File: src/rtl/chess_pkg.sv
// Shared types and constants for the chess-clock input stage.
package chess_pkg;

   typedef enum logic [2:0] {
      ST_IDLE   = 3'd0,
      ST_RUN_P0 = 3'd1,
      ST_RUN_P1 = 3'd2,
      ST_PAUSED = 3'd3,
      ST_FLAG   = 3'd4
   } state_t;

   localparam logic [1:0] LOSER_NONE = 2'b00;
   localparam logic [1:0] LOSER_P0   = 2'b01;
   localparam logic [1:0] LOSER_P1   = 2'b10;

   localparam int DEF_DEBOUNCE_CYCLES = 500000;
   localparam int DEF_CNT_W           = 20;

endpackage

File: src/rtl/chess_input_ctrl_if.sv
// Button/overflow inputs and Top-facing control outputs of the input stage.
interface chess_input_ctrl_if;

   logic       BTN_P0;
   logic       BTN_P1;
   logic       BTN_PAUSE;
   logic       OVERFLOW1;
   logic       OVERFLOW2;
   logic       CE;
   logic       SELECT;
   logic       STOP;
   logic       TURN_PULSE;
   logic [1:0] LOSER;

   // master: the controller; slave: the board/Top side feeding it
   modport master (
      input  BTN_P0, BTN_P1, BTN_PAUSE, OVERFLOW1, OVERFLOW2,
      output CE, SELECT, STOP, TURN_PULSE, LOSER
   );

   modport slave (
      output BTN_P0, BTN_P1, BTN_PAUSE, OVERFLOW1, OVERFLOW2,
      input  CE, SELECT, STOP, TURN_PULSE, LOSER
   );

endinterface

File: src/rtl/btn_debounce.sv
// 2-FF synchroniser, stable-count debouncer and registered rising-edge strobe.
module btn_debounce
   import chess_pkg::*;
#(
   parameter int DEBOUNCE_CYCLES = DEF_DEBOUNCE_CYCLES,
   parameter int CNT_W           = DEF_CNT_W
) (
   input  logic CLK,
   input  logic CLR_N,
   input  logic BTN,
   output logic PRESS
);

   localparam logic [CNT_W-1:0] CNT_LAST = CNT_W'(DEBOUNCE_CYCLES - 1);

   logic [1:0]       r_sync;
   logic [CNT_W-1:0] r_cnt;
   logic             r_level;
   logic             r_level_d;
   logic             r_press;

   // Level flips on the DEBOUNCE_CYCLES-th consecutive disagreeing sample.
   always_ff @(posedge CLK or negedge CLR_N) begin
      if (!CLR_N) begin
         r_sync    <= '0;
         r_cnt     <= '0;
         r_level   <= 1'b0;
         r_level_d <= 1'b0;
         r_press   <= 1'b0;
      end else begin
         r_sync <= {r_sync[0], BTN};
         if (r_sync[1] == r_level) begin
            r_cnt <= '0;
         end else if (r_cnt == CNT_LAST) begin
            r_level <= r_sync[1];
            r_cnt   <= '0;
         end else begin
            r_cnt <= r_cnt + 1'b1;
         end
         r_level_d <= r_level;
         r_press   <= r_level & ~r_level_d;
      end
   end

   assign PRESS = r_press;

endmodule

File: src/rtl/chess_input_ctrl.sv
// Debounced buttons drive a turn FSM producing CE/SELECT/STOP for the chess clock.
module chess_input_ctrl
   import chess_pkg::*;
#(
   parameter int DEBOUNCE_CYCLES = DEF_DEBOUNCE_CYCLES,
   parameter int CNT_W           = DEF_CNT_W
) (
   input  logic              CLK,
   input  logic              CLR_N,
   chess_input_ctrl_if.master bus
);

   logic w_press_p0, w_press_p1, w_press_pause;

   btn_debounce #(.DEBOUNCE_CYCLES(DEBOUNCE_CYCLES), .CNT_W(CNT_W)) u_db_p0 (
      .CLK(CLK), .CLR_N(CLR_N), .BTN(bus.BTN_P0), .PRESS(w_press_p0)
   );
   btn_debounce #(.DEBOUNCE_CYCLES(DEBOUNCE_CYCLES), .CNT_W(CNT_W)) u_db_p1 (
      .CLK(CLK), .CLR_N(CLR_N), .BTN(bus.BTN_P1), .PRESS(w_press_p1)
   );
   btn_debounce #(.DEBOUNCE_CYCLES(DEBOUNCE_CYCLES), .CNT_W(CNT_W)) u_db_pause (
      .CLK(CLK), .CLR_N(CLR_N), .BTN(bus.BTN_PAUSE), .PRESS(w_press_pause)
   );

   state_t     r_state, w_nxt_state;
   logic       r_saved, w_nxt_saved;
   logic       r_ce, w_nxt_ce;
   logic       r_sel, w_nxt_sel;
   logic       r_stop, w_nxt_stop;
   logic       r_pulse, w_nxt_pulse;
   logic [1:0] r_loser, w_nxt_loser;

   always_ff @(posedge CLK or negedge CLR_N) begin
      if (!CLR_N) begin
         r_state <= ST_IDLE;
         r_saved <= 1'b0;
         r_ce    <= 1'b0;
         r_sel   <= 1'b0;
         r_stop  <= 1'b1;
         r_pulse <= 1'b0;
         r_loser <= LOSER_NONE;
      end else begin
         r_state <= w_nxt_state;
         r_saved <= w_nxt_saved;
         r_ce    <= w_nxt_ce;
         r_sel   <= w_nxt_sel;
         r_stop  <= w_nxt_stop;
         r_pulse <= w_nxt_pulse;
         r_loser <= w_nxt_loser;
      end
   end

   always_comb begin
      w_nxt_state = r_state;
      w_nxt_saved = r_saved;
      w_nxt_pulse = 1'b0;
      w_nxt_loser = r_loser;

      case (r_state)
         ST_IDLE: begin
            // The player who presses hands the first move to the opponent.
            if (w_press_p1 && !w_press_p0)      w_nxt_state = ST_RUN_P0;
            else if (w_press_p0 && !w_press_p1) w_nxt_state = ST_RUN_P1;
         end
         ST_RUN_P0: begin
            if (w_press_pause) begin
               w_nxt_state = ST_PAUSED;
               w_nxt_saved = 1'b0;
            end else if (w_press_p0) begin
               w_nxt_state = ST_RUN_P1;
               w_nxt_pulse = 1'b1;
            end
         end
         ST_RUN_P1: begin
            if (w_press_pause) begin
               w_nxt_state = ST_PAUSED;
               w_nxt_saved = 1'b1;
            end else if (w_press_p1) begin
               w_nxt_state = ST_RUN_P0;
               w_nxt_pulse = 1'b1;
            end
         end
         ST_PAUSED: begin
            if (w_press_pause) w_nxt_state = r_saved ? ST_RUN_P1 : ST_RUN_P0;
         end
         default: ;
      endcase

      // A falling flag overrides any press seen in the same cycle.
      if (r_state != ST_FLAG && (bus.OVERFLOW1 || bus.OVERFLOW2)) begin
         w_nxt_state = ST_FLAG;
         w_nxt_pulse = 1'b0;
         if (bus.OVERFLOW1 && bus.OVERFLOW2) w_nxt_loser = r_sel ? LOSER_P1 : LOSER_P0;
         else if (bus.OVERFLOW1)             w_nxt_loser = LOSER_P0;
         else                                w_nxt_loser = LOSER_P1;
      end

      w_nxt_ce   = (w_nxt_state == ST_RUN_P0) || (w_nxt_state == ST_RUN_P1);
      w_nxt_stop = ~w_nxt_ce;

      case (w_nxt_state)
         ST_RUN_P0: w_nxt_sel = 1'b0;
         ST_RUN_P1: w_nxt_sel = 1'b1;
         ST_PAUSED: w_nxt_sel = w_nxt_saved;
         default:   w_nxt_sel = r_sel;
      endcase
   end

   assign bus.CE         = r_ce;
   assign bus.SELECT     = r_sel;
   assign bus.STOP       = r_stop;
   assign bus.TURN_PULSE = r_pulse;
   assign bus.LOSER      = r_loser;

endmodule

File: src/flat_wrapper.sv
// flat-port wrapper written by rule: the top's interface ports become plain ports
module chess_input_ctrl_flat import chess_pkg::*;
#(
   parameter int DEBOUNCE_CYCLES = DEF_DEBOUNCE_CYCLES,
   parameter int CNT_W           = DEF_CNT_W
)
  (CLK, CLR_N, bus_BTN_P0, bus_BTN_P1, bus_BTN_PAUSE, bus_OVERFLOW1, bus_OVERFLOW2, bus_CE, bus_SELECT, bus_STOP, bus_TURN_PULSE, bus_LOSER);
  chess_input_ctrl_if bus_i ();
  input  logic CLK;
  input  logic CLR_N;
  input wire logic [$bits(bus_i.BTN_P0)-1:0] bus_BTN_P0;
  input wire logic [$bits(bus_i.BTN_P1)-1:0] bus_BTN_P1;
  input wire logic [$bits(bus_i.BTN_PAUSE)-1:0] bus_BTN_PAUSE;
  input wire logic [$bits(bus_i.OVERFLOW1)-1:0] bus_OVERFLOW1;
  input wire logic [$bits(bus_i.OVERFLOW2)-1:0] bus_OVERFLOW2;
  output wire logic [$bits(bus_i.CE)-1:0] bus_CE;
  output wire logic [$bits(bus_i.SELECT)-1:0] bus_SELECT;
  output wire logic [$bits(bus_i.STOP)-1:0] bus_STOP;
  output wire logic [$bits(bus_i.TURN_PULSE)-1:0] bus_TURN_PULSE;
  output wire logic [$bits(bus_i.LOSER)-1:0] bus_LOSER;
  assign bus_i.BTN_P0 = bus_BTN_P0;
  assign bus_i.BTN_P1 = bus_BTN_P1;
  assign bus_i.BTN_PAUSE = bus_BTN_PAUSE;
  assign bus_i.OVERFLOW1 = bus_OVERFLOW1;
  assign bus_i.OVERFLOW2 = bus_OVERFLOW2;
  assign bus_CE = bus_i.CE;
  assign bus_SELECT = bus_i.SELECT;
  assign bus_STOP = bus_i.STOP;
  assign bus_TURN_PULSE = bus_i.TURN_PULSE;
  assign bus_LOSER = bus_i.LOSER;
  chess_input_ctrl #(.DEBOUNCE_CYCLES(DEBOUNCE_CYCLES), .CNT_W(CNT_W)) u_core (.CLK(CLK), .CLR_N(CLR_N), .bus(bus_i));
endmodule
File: config.mk
export PLATFORM = sky130hd
export DESIGN_NAME = chess_input_ctrl_flat
export DESIGN_NICKNAME = d
export VERILOG_FILES = /design/src/rtl/chess_pkg.sv /design/src/rtl/chess_input_ctrl_if.sv /design/src/rtl/btn_debounce.sv /design/src/rtl/chess_input_ctrl.sv /design/src/flat_wrapper.sv
export SDC_FILE = /design/constraint.sdc
export NUM_CORES = 1
export LEC_CHECK = 0
export BUFFER_PORTS_ARGS = -buffer_cell sky130_fd_sc_hd__buf_2
export CAP_MARGIN = 20
export CELL_PAD_IN_SITES_DETAIL_PLACEMENT = 0
export CELL_PAD_IN_SITES_GLOBAL_PLACEMENT = 1
export CORE_UTILIZATION = 49
export DETAILED_ROUTE_END_ITERATION = 10
export PLACE_DENSITY_LB_ADDON = 0.1
export SYNTH_ARGS = -nofsm -noshare
export SYNTH_HDL_FRONTEND = slang
export SYNTH_SLANG_ARGS = --single-unit
File: constraint.sdc
create_clock -name CLK -period 2.23 [get_ports CLK]
set_clock_uncertainty 0.1 [all_clocks]
set_input_delay 0.446 -clock CLK [delete_from_list [all_inputs] [get_ports CLK]]
set_output_delay 0.446 -clock CLK [all_outputs]
set_load 0.03 [all_outputs]
==> Yosys cells after proc, flatten, opt, wreduce, memory -nomap -nowiden <==
Cells that the tools add are included.
{ "totals": {"elab_cells": 90, "out_inout_bits": 6, "ff_bits": 85} }
{ "classes": {"n_mux": 29, "reduce_logical": 13, "n_bitwise": 10, "eq_ne": 13, "add_sub_neg": 3} }
{ "op_table": {"columns": ["op", "count"], "rows": [
  ["20-bit two-way mux", 6],
  ["20-bit by 1-bit adder with 20-bit output, second input constant", 3],
  ["20-bit by 19-bit equality test with 1-bit output, second input constant", 3],
  ["3-bit two-way mux", 8],
  ["3-bit by 2-bit equality test with 1-bit output, second input constant", 4],
  ["3-bit case mux with 4 select lines", 1],
  ["2-bit two-way mux", 4],
  ["1-bit two-way mux", 7],
  ["1-bit NOT", 7],
  ["3-bit by 1-bit equality test with 1-bit output, second input constant", 2],
  ["2-bit AND reduction", 3],
  ["1-bit logical AND", 4],
  ["1-bit case mux with 2 select lines", 2],
  ["1-bit AND", 3],
  ["1-bit equality test", 3],
  ["3-bit zero test", 1],
  ["3-bit != test, second input constant", 1],
  ["1-bit case mux with 3 select lines", 1],
  ["3-bit nonzero test", 1],
  ["1-bit zero test", 2],
  ["1-bit logical OR", 2]
]} }

==> Depth between registers and ports, before layout <==
{ "depth": {"word_depth": 9, "mapped_depth": 8, "mapped_depth_nobuf": 6} }

==> Hierarchy <==
A second synthesis with hierarchy kept.
{ "unflattened": {"cells_unflattened": 397, "area_unflattened_um2": 4142.7} }
{ "by_module_without_submodules": {"columns": ["mod", "area_each_um2", "instances", "cells_each"], "rows": [
  ["btn_debounce", 1197.4, 3, 113],
  ["chess_input_ctrl", 550.5, 1, 58]
]} }

==> Least setup slack after synthesis <==
Ideal clock, no wire load.
{ "synth_path": {"kind": "flip-flop to flip-flop", "from": "register u_core.u_db_p0.r_cnt[0]", "to": "register u_core.u_db_p0.r_cnt[11]", "path_buffers": 2, "slack_ns": 0.397, "period_less_slack_ns": 1.833, "arrival_time_ns": 1.662, "path_stages_with_launch": 9, "cell_sequence": "dfrtp_1 ha_1 and4_2 nand3_1 nor2_1 or2_2 buf_2 buf_2 nor2_1"} }
{ "synth_between": {"elab_chain_cells": 3, "word_cells_on_any_way": 4, "classes_between": "add/sub: 1; eq/ne: 1; mux: 2"} }
{ "synth_rtl": {"columns": ["item", "line", "source"], "rows": [
  ["start: declaration", "btn_debounce.sv:17", "logic [CNT_W-1:0] r_cnt;"],
  ["start signal: assignment", "btn_debounce.sv:38", "r_cnt <= r_cnt + 1'b1;"],
  ["20-bit by 1-bit adder with 20-bit output / 20-bit by 19-bit equality test with 1-bit output (equally long branches)", "btn_debounce.sv:38, btn_debounce.sv:34", null],
  ["20-bit two-way mux (*)", "btn_debounce.sv:34", "end else if (r_cnt == CNT_LAST) begin"],
  ["20-bit two-way mux (*)", "btn_debounce.sv:32", "if (r_sync[1] == r_level) begin"]
]} }
Mark *: on every way between the ends. The rest lies on a longest branch, timed or not.
A chain may end at the register's enable or synchronous reset.

==> Final worst setup path <==
{ "layout_path": {"from": "register u_core.u_db_pause.r_cnt[0]", "to": "register u_core.u_db_pause.r_cnt[14]"} }
{ "layout_between": {"elab_chain_cells": 3, "word_cells_on_any_way": 4, "classes_between": "add/sub: 1; eq/ne: 1; mux: 2"} }
{ "layout_rtl": {"columns": ["item", "line"], "rows": [
  ["start: declaration", "btn_debounce.sv:17"],
  ["start signal: assignment", "btn_debounce.sv:38"],
  ["20-bit by 1-bit adder with 20-bit output / 20-bit by 19-bit equality test with 1-bit output (equally long branches)", "btn_debounce.sv:38, btn_debounce.sv:34"],
  ["20-bit two-way mux (*)", "btn_debounce.sv:34"],
  ["20-bit two-way mux (*)", "btn_debounce.sv:32"]
]} }
Marks and branches as above.

==> impl.org <==
** Run status
- Outcome :: finished, final reports clean

** Critical path
- Launching element type of the critical path :: flop
- For this run, the slowest stage of the critical path takes 0.60 ns.
- CP max FO :: 4
- Setup slack on the worst reg-to-reg path comes out at 0.27 ns.
- At the worst endpoint, the required time is 2.36 ns.
- Reg2Reg Capture Point :: u_core.u_db_pause.r_cnt[14]
- The most numerous cell type found on the critical path is sky130_fd_sc_hd__nor2_1.
- Data arrives at the worst endpoint at 2.09 ns.
- Origin of the critical flop-to-flop path :: u_core.u_db_pause.r_cnt[0]
- Cell with the largest stage delay on the worst path :: sky130_fd_sc_hd__or4_4
- Reg2reg path depth :: 6
- The worst setup path is of the reg -> reg kind.
- Cells along the critical path :: ha_1 -> nand4_1 -> or4_4 -> nor2_1 -> xnor2_1 -> nor2_1
- Category of the worst setup path capture point :: flop

** Routing
- Post-DR wirelength/cell :: 12.71 µm
- Total met3 wirelength after detailed routing :: 102 µm
- In this run the remaining antenna-violating nets after routing total 0.
- The detailed router finished its first iteration with 105 violations.
- The detailed router placed 2,657 vias in this run.
- After detailed routing, the number of remaining DRC violations is 0.
- WL met1 :: 3280 µm
- After detailed routing, the met2 layer carries 3024 µm of wire.
- Routed signal wires occupy layers up through met4.
- For this run, the detailed router's first-pass iteration total came to 4.
- In the routed layout, each cell is associated on average with a via count of 5.159.
- Detailed Route WL :: 6548 µm

** Yosys
- Synthesis produced a netlist whose cell count is 391.
- Counting flops with a built-in enable in the synthesized netlist gives 0.
- Post-Synthesis Net Count :: 401
- Yosys printed 0 warnings.
- After synthesis the netlist holds a flip-flop and latch count of 85.
- Most common flop cell mapped by yosys :: sky130_fd_sc_hd__dfrtp_1
- Ys async rst share :: 100.0%
- Average instance area after synthesis :: 9.984 µm²
- Sequential cells were found to cover 54.52% of the synthesized design area.
- The cell area that synthesis handed to floorplanning was 3904 µm².
- Distinct cell type count of the synthesized netlist :: 43

** Clock tree
- Number of H-tree branching levels :: 3
- In this run, CTS created clock tree buffers numbering 9.
- Post-CTS setup repair buffer count :: 0
- CTS root buf :: sky130_fd_sc_hd__clkbuf_8
- TritonCTS built the clock tree.
- CTS sink count :: 85
- Later-pin clock latency in the skew report :: 0.35 ns
- Clock-pin slew was measured on the worst setup and hold paths at 0.09 ns.
- The longest clock path from root to sink contains 2 buffers.

** Final layout
- Sequential cell area :: 2128 µm²
- Area grow syn2layout :: 9.808%
- After the flow finishes, the layout carries non-filler instances totaling 515.
- Post-layout util :: 55.47%
- The filler cells instantiated in the layout total 708.
- Total number of nets in the final design :: 418
- Final design instance area without fill :: 4287 µm²
- Summing all multi-input logic gate instances after layout gives 1679 µm².
- The number of antenna diodes in the final layout is 0.
- Share of layout cells above drive strength 1 :: 11.14%

** Global routing
- The number of global-route vias before repair was 2,635.
- Initial antenna violation count :: 0
- Entering global routing, the biggest net connects 40 pins.
- Sum of overflow across all layers after global routing :: 0
- The first global-routing pass estimated 11,810 µm of wire.
- Global routing consumed, over all layers together, 17.93% of the routing resources.

** Die
- 13 I/O pins were placed.
- The floorplan step set the die width to 91.26 µm.
- In this run the core area contains 32 standard-cell rows.
- Effective utilization at floorplan :: 50.52%
- The die covers 8327 µm².
- Die Span Y :: 91.26 µm
- Area of the placeable core :: 7727 µm²

** STA
- The number of hold violations in the final report is 0.
- Worst Tran Pin Value :: 0.5076 ns
- The count of pins over their slew limit came to 0.
- Final worst-path setup slack :: 0.2728 ns
- Headroom to the max-slew limit came out at 66.16%.
- Across all hold checks on the routed design, the worst slack comes to 0.09548 ns.
- Max Clk Rate :: 510.9 MHz
- RSZ-0062 raised after global routing :: false
- Subtracting the final worst setup slack from the clock period gives 1.957 ns.
- Setup violations remaining at the end of the flow were counted as 0.
- Adding up every negative setup slack in the final design gives 0 ns.
- Ratio of final minimum period to clock period :: 87.77%

** Place
- Gp weighted congestion :: 0.7504
- Count of input and output buffers :: 12
- Detail Placement HPWL :: 4446 µm
- Post-placement cell area :: 4085 µm²
- Post-Place Cells :: 498
- OpenSTA, run right after detailed placement, puts the worst setup slack at 0.2518 ns.

** Hold path
- The tightest min-delay check is of the in -> reg type.
- The worst hold path begins at bus_BTN_PAUSE.
- Worst hold path depth :: 1
- The path with the worst hold slack has its endpoint at u_core.u_db_pause.r_sync[0].

** Power and ir drop
- Dividing total power by cell area gives a power density of 636.2 nW/µm².
- Cell internal power was estimated by the tool at 2.103 mW.
- Sw Share :: 22.90%
- The share of total power dissipated in sequential elements is 57.8%.
- Max IR drop VDD :: 0.3064 mV
- The analysis attributes to cell leakage a power of 1.832 nW.
- Share of power burned in the clock network :: 38.9%
- Reported net switching power :: 624.4 µW
- The design draws 2.727 mW.
- The share of total power dissipated in combinational logic is 3.3%.

** Flow run
- Across the run, the number of max-cap violations was 0.
## power groups by stage
stage | combinational [mW] | sequential [mW] | clock (mW)
global placement | 0.0927 | 1.61 | 0
CTS | 0.0954 | 1.58 | 1.09
finish | 0.0905 | 1.57 | 1.06
global route | 0.109 | 1.58 | 1.15
detailed placement | 0.0937 | 1.61 | 0
floorplan | 0.0445 | 1.60 | 0
## worst max-delay path, delay by kind of cell (launching register included)
| family | cells | cell delay (ns) |
|---|---|---|
| adders and majority gates | 1 | 0.24 |
| DFF | 1 | 0.40 |
| xor gates and xnor gates | 1 | 0.12 |
| and+or+nand+nor | 4 | 0.98 |
## area by class of cell
class / instances / share of cell area (%)
clock buffer: 10 / 2.977
clock inverter: 6 / 1.489
inverter: 10 / 0.8757
multi-input combinational: 284 / 39.17
sequential: 85 / 49.65
tap: 102 / 2.977
timing repair buffer: 18 / 2.860
## placed cells by master, fill, tap and decap left out, drive strengths merged, types with 2 or more instances in the layout
master     n
or4        3
xor2      28
nand2b     3
nor3      14
nand4     18
nand2     29
dfrtp     84
o21ai      4
xnor2     30
inv       10
and3       8
or2        3
nand3     20
buf       17
clkinv     3
clkinvlp   2
and4       3
a21oi      6
nor2b      4
mux2       3
nor2      85
ha         3
nor4b      2
a31oi      2
nor4       4
clkbuf    10
## worst max-delay path by stage
| stage | end | slack [ns] | start | cells past startpoint |
|---|---|---|---|---|
| after CTS | u_core.u_db_pause.r_cnt[14] | 0.24 | u_core.u_db_pause.r_cnt[0] | 6 |
| final | u_core.u_db_pause.r_cnt[14] | 0.27 | u_core.u_db_pause.r_cnt[0] | 6 |
| after global routing | u_core.u_db_p1.r_cnt[14] | 0.14 | u_core.u_db_p1.r_cnt[11] | 5 |
| after floorplan | u_core.u_db_p0.r_cnt[11] | 0.40 | u_core.u_db_p0.r_cnt[0] | 8 |
| after global placement | u_core.u_db_pause.r_cnt[16] | 0.28 | u_core.u_db_pause.r_cnt[0] | 6 |
| after detailed placement | u_core.u_db_pause.r_cnt[14] | 0.25 | u_core.u_db_pause.r_cnt[0] | 6 |
## Yosys cell counts (all sizes together) (2+ instances only)
cell / count / area (µm²)
o21ai: 4 / 20.02
xnor2: 30 / 262.8
or4: 3 / 30.03
nand3: 20 / 100.1
nor4: 4 / 31.28
a31oi: 2 / 12.51
a21oi: 6 / 30.03
and4: 3 / 27.53
xor2: 28 / 245.2
nor3: 14 / 80.08
nand4: 18 / 112.6
nor4b: 2 / 17.52
inv: 10 / 37.54
or2: 3 / 18.77
nand2: 29 / 108.9
dfrtp: 84 / 2102
mux2: 3 / 33.78
buf: 9 / 47.55
and3: 8 / 50.05
clkbuf: 3 / 11.26
ha: 3 / 37.54
nand2b: 3 / 18.77
nor2b: 4 / 25.02
nor2: 85 / 321.6
## kinds of logic (layout without fill, tap and decap cells)
group | Yosys count | in the layout | synth area share, %
flops | 85 | 85 | 54.52
xor+xnor | 58 | 58 | 13.01
fa+ha+maj | 3 | 3 | 0.9616
buf+inv | 22 | 44 | 2.468
compound gates | 19 | 19 | 3.077
mux | 3 | 3 | 0.8653
simple gates | 201 | 201 | 25.10
## routing by layer
layer,vias to the layer above,track usage (%)
li1,1346,-
met2,18,28.09
met5,-,0
met1,1282,24.27
met4,0,9.127
met3,11,2.764
## flip-flops by register name, summed over array words and instances, names as in the netlist, 2 cells and up
register / cells
u_core.u_db_p0.r_cnt: 20
u_core.u_db_p1.r_cnt: 20
u_core.u_db_pause.r_cnt: 20
u_core.r_state: 3
u_core.bus.LOSER: 2
u_core.u_db_p0.r_sync: 2
u_core.u_db_p1.r_sync: 2
u_core.u_db_pause.r_sync: 2
## what timing repair did
item	4_1_cts	5_1_grt
hold buffers	1	0
endpoints found under the hold margin	36	0
gates resized for setup	0	0
No activity file was read; power rests on OpenSTA's default activity.
